`src/rtl/study_pkg.sv`:
```
// Shared types and constants for the study-mode note sequencer.
package study_pkg;

    localparam int unsigned NOTE_W = 10;
    localparam int unsigned ADDR_W = 8;

    localparam logic [NOTE_W-1:0] NO_KEY  = '0;
    localparam logic [7:0]        ERR_MAX = 8'd255;

    typedef enum logic [2:0] {
        IDLE     = 3'd0,
        FETCH    = 3'd1,
        LATCH    = 3'd2,
        WAIT_REL = 3'd3,
        WAIT_KEY = 3'd4,
        DONE     = 3'd5
    } state_e;

endpackage

```
`src/rtl/study_mode_sequencer_key_press_detect.sv`:
```
// Edge detector for the debounced key bus: press fires only on a transition out of all-zero.
module key_press_detect
    import study_pkg::*;
(
    input  logic              clk,
    input  logic              rst,
    input  logic [NOTE_W-1:0] key_in,
    output logic              press,
    output logic              released
);

    logic [NOTE_W-1:0] key_q;
    logic [NOTE_W-1:0] key_d;

    always_comb begin
        key_d = key_in;
    end

    always_ff @(posedge clk or negedge rst) begin
        if (!rst) begin
            key_q <= NO_KEY;
        end else begin
            key_q <= key_d;
        end
    end

    // A key that changes while held keeps key_q non-zero, so it never re-fires.
    assign press    = (key_in != NO_KEY) && (key_q == NO_KEY);
    assign released = (key_in == NO_KEY);

endmodule

```
`config.mk`:
```
export PLATFORM = sky130hd
export DESIGN_NAME = key_press_detect
export DESIGN_NICKNAME = d
export VERILOG_FILES = /design/src/rtl/study_pkg.sv /design/src/rtl/study_mode_sequencer_key_press_detect.sv
export SDC_FILE = /design/constraint.sdc
export NUM_CORES = 1
export LEC_CHECK = 0
export ABC_AREA = 0
export BUFFER_PORTS_ARGS = -buffer_cell sky130_fd_sc_hd__buf_2
export CAP_MARGIN = 5
export CELL_PAD_IN_SITES_DETAIL_PLACEMENT = 1
export CELL_PAD_IN_SITES_GLOBAL_PLACEMENT = 1
export CORE_AREA = 2 2 39 41
export DETAILED_ROUTE_END_ITERATION = 6
export DIE_AREA = 0 0 41 43
export PLACE_DENSITY = 0.63
export SLEW_MARGIN = 20
export SYNTH_ARGS = -nofsm -noshare
export SYNTH_HDL_FRONTEND = slang
export SYNTH_SLANG_ARGS = --single-unit
```
`constraint.sdc`:
```
create_clock -name clk -period 1.5 [get_ports clk]
set_input_delay 0.225 -clock clk [delete_from_list [all_inputs] [get_ports clk]]
set_output_delay 0.225 -clock clk [all_outputs]
set_load 0.01 [all_outputs]
```
==> tab_implementation.tex <==
\begin{tabular}{lr}
\hline
Metric & Value \\
\hline
\multicolumn{2}{l}{\textbf{Logic synthesis}} \\
\quad Number of different library cells in the post-synthesis netlist & 7 \\
\quad Post-synthesis average cell area & 17.5 um2 \\
\quad Synthesized netlist net count & 30 \\
\quad Gate Count Post-Synth & 18 \\
\quad Count of synthesis-stage warnings from yosys & 0 \\
\quad Number of flip-flops and latches in the synthesized netlist & 10 \\
\quad Sequential share of the synthesized area & 79.4\% \\
\quad Cell Area, Synth & about 320 um2 \\
\multicolumn{2}{l}{\textbf{Route}} \\
\quad Number of remaining DRC errors & 0 \\
\quad Detailed-route vias per instance & between 4 and 5 \\
\quad Via count & 211 \\
\quad Average wire per cell in the routed design & 12.2 um \\
\quad Post-route antenna net violation count & 0 \\
\quad Final routed wirelength across all metal layers & roughly 620 um \\
\quad Violation count after the first detailed-route iteration & 0 \\
\quad 1st-pass router iterations & 1 \\
\multicolumn{2}{l}{\textbf{Power and ir drop}} \\
\quad Proportion of power drawn by flip-flops and latches & 58.6\% \\
\quad Clock group share of total power & 34.6\% \\
\quad Internal power component & 394 uW \\
\quad Switch share & 20.3\% \\
\quad Total power density per cell area & 1080 nW/um2 \\
\quad Worst supply voltage drop on vdd & 0.000389 V \\
\quad Switching power & approximately 100 uW \\
\quad Cell leakage power & between 0.0002 and 0.00025 uW \\
\quad Combinational fraction of design power & 6.9\% \\
\multicolumn{2}{l}{\textbf{Timing}} \\
\quad Unrepaired setup endpoints after global routing & yes \\
\quad Rel. slew slack & 84.6\% \\
\quad F\_max & 0.663 GHz \\
\quad Transition at the pin with the smallest max-transition slack & 0.230 ns \\
\quad Number of max-slew violations in the final report & 0 \\
\quad Setup WS post-layout & -0.00915 ns \\
\quad Hold Fails Final Rpt & 0 \\
\quad Final setup violation count & 1 \\
\quad Shortest clock period the worst path allows after layout & 1.51 ns \\
\quad Final worst path period share & 101\% \\
\quad Setup TNS after final layout & -0.00915 ns \\
\multicolumn{2}{l}{\textbf{Die}} \\
\quad Number of placed I/O pins & 14 \\
\quad Die outline width & 41 um \\
\quad Die Area & 1760 um2 \\
\quad Rows & 14 \\
\quad Die height & between 40 and 50 um \\
\quad Effective utilization at floorplan & 22.8\% \\
\quad Core Box Area & 1380 um2 \\
\multicolumn{2}{l}{\textbf{Worst setup path}} \\
\quad Critical path buffers and inverters & 2 \\
\quad Arrival time at the worst endpoint & 1.28 ns \\
\quad Max stage delay on crit path & 0.53 ns \\
\quad Required time of the worst setup path & 1.27 ns \\
\quad Cell at the slowest stage of the critical path & or4\_4 \\
\quad Max FO, Critical Path & 2 \\
\quad Element type at the critical path end & output pin \\
\quad Top cell family by delay on the critical path & simple AND/OR/NAND/NOR gates \\
\quad Startpoint types & primary input \\
\quad Worst Path Class, Setup & in -> out \\
\quad Chain of cells forming the critical path & buf\_6 > or4\_4 > nor4\_4 > nor2\_1 > buf\_2 \\
\multicolumn{2}{l}{\textbf{CTS}} \\
\quad TritonCTS buffer count & 3 \\
\quad CTS Buffer Depth & 2 \\
\quad Clk root buf & clkbuf\_4 \\
\quad Count of clock tree sinks & 10 \\
\quad Max H-tree Level & 1 \\
\quad CTS tree & built \\
\quad Buffers inserted by post-CTS timing repair & 0 \\
\quad Clock transition time at the flip-flop clock pins of the worst setup and hold paths & 0.06 ns \\
\multicolumn{2}{l}{\textbf{Cells and area}} \\
\quad Flip-flop count of the largest register after layout & 10 \\
\quad Number of fill cells & 142 \\
\quad Final-stage net count & 49 \\
\quad Commonest cells after routing, fill and taps aside & buf\_2, dfrtp\_1, clkbuf\_4 \\
\quad Most flops, register & key\_q \\
\quad Layout cell share with drive strength beyond 1 & 57.1\% \\
\quad Registers with the most flip-flops & key\_q: 10 flops \\
\quad Utilization after layout & 33.1\% \\
\quad Count of antenna diodes in the layout & 0 \\
\quad Layout area overhead & 45.2\% \\
\quad Commonest non-fill, non-tap cell in the layout & buf\_2 \\
\multicolumn{2}{l}{\textbf{Global route}} \\
\quad GRT Total Usage & 10.2\% \\
\quad First-pass GRT wire length & 972 um \\
\quad Maximum number of pins on one net before global-route repair & 11 \\
\quad Overflow left after global routing & 0 \\
\quad Number of antenna violations at the first check in global routing & 0 \\
\quad Via count of the first global-routing pass & between 200 and 250 \\
\multicolumn{2}{l}{\textbf{Hold path}} \\
\quad Class of the worst hold path & in -> reg \\
\multicolumn{2}{l}{\textbf{Placed design}} \\
\quad Number of I/O port buffers & 13 \\
\quad Routability congestion estimate & roughly 0.67 \\
\multicolumn{2}{l}{\textbf{Job}} \\
\quad Maxcap violations & 0 \\
\multicolumn{2}{l}{\textbf{Status}} \\
\quad Outcome & complete, but fails checks \\
\quad Violated checks & negative setup slack \\
\hline
\end{tabular}
-- cell type report --
class	instances	area, um2	share of cell area, %
Clock buffer	3	22.5	4.92
Multi-Input combinational cell	8	77.6	16.9
Timing Repair Buffer	14	87.6	19.1
Tap cell	16	20.0	4.37
Sequential cell	10	250	54.6
-- final timing paths --
path,slack [ns],depth (start not counted),startpoint,endpoint
max in group asynchronous,0.94,2,rst,key_q[0]
max,-0.009,5,key_in[9],press
min,0.07,1,key_in[9],key_q[9]
min in group asynchronous,0.36,2,rst,key_q[2]
-- logic make-up after synthesis --
| group | Yosys count | share of synthesized area [%] |
|---|---|---|
| flip-flops | 10 | 79.4 |
| AND/OR/NAND/NOR | 8 | 20.6 |
-- routing by layer --
layer / GRT usage, % / vias to the layer above / share of wire, %
li1: - / 101 / -
met1: 10.7 / 98 / 43
met2: 10.9 / 12 / 46
met3: 9.42 / 0 / 10
met4: 10.0 / 0 / 0
met5: 0 / - / 0
-- what timing repair did --
item,CTS,global route
setup endpoints to repair,2,2
pin swaps,0,2
resized for setup,2,2
hold endpoints to repair,10,0
hold buffers,1,0
-- synthesized netlist by cell type, drive strengths merged --
library cell | number | area, um2
nor2 | 2 | 7.51
nand3 | 1 | 5.00
or4 | 2 | 18.8
dfrtp | 10 | 250
nor4 | 3 | 33.8
-- per-stage QoR --
| step | cell area, um2 | setup slack [ns] | instances | power (uW) | hold WS [ns] |
|---|---|---|---|---|---|
| after floorplan | 315 | 0.103 | 18 | 295 | -0.0706 |
| after global placement | 400 | -0.0274 | 47 | 318 | 0.0810 |
| after detailed placement | 400 | -0.0360 | 47 | 321 | 0.0932 |
| after CTS | 445 | -0.0196 | 51 | 505 | 0.0581 |
| after global routing | 458 | -0.0557 | 51 | 541 | 0.0360 |
| final | 458 | -0.00915 | 51 | 494 | 0.0725 |
-- power groups by stage --
stage	combinational (uW)	clock [uW]	sequential (uW)
6_report	33.9	171	289
5_1_grt	38.3	212	290
4_1_cts	34.1	183	288
3_5_place_dp	28.8	0	293
3_3_place_gp	26.9	0	292
2_1_floorplan	4.32	0	291
No activity file was read; power rests on OpenSTA's default activity.
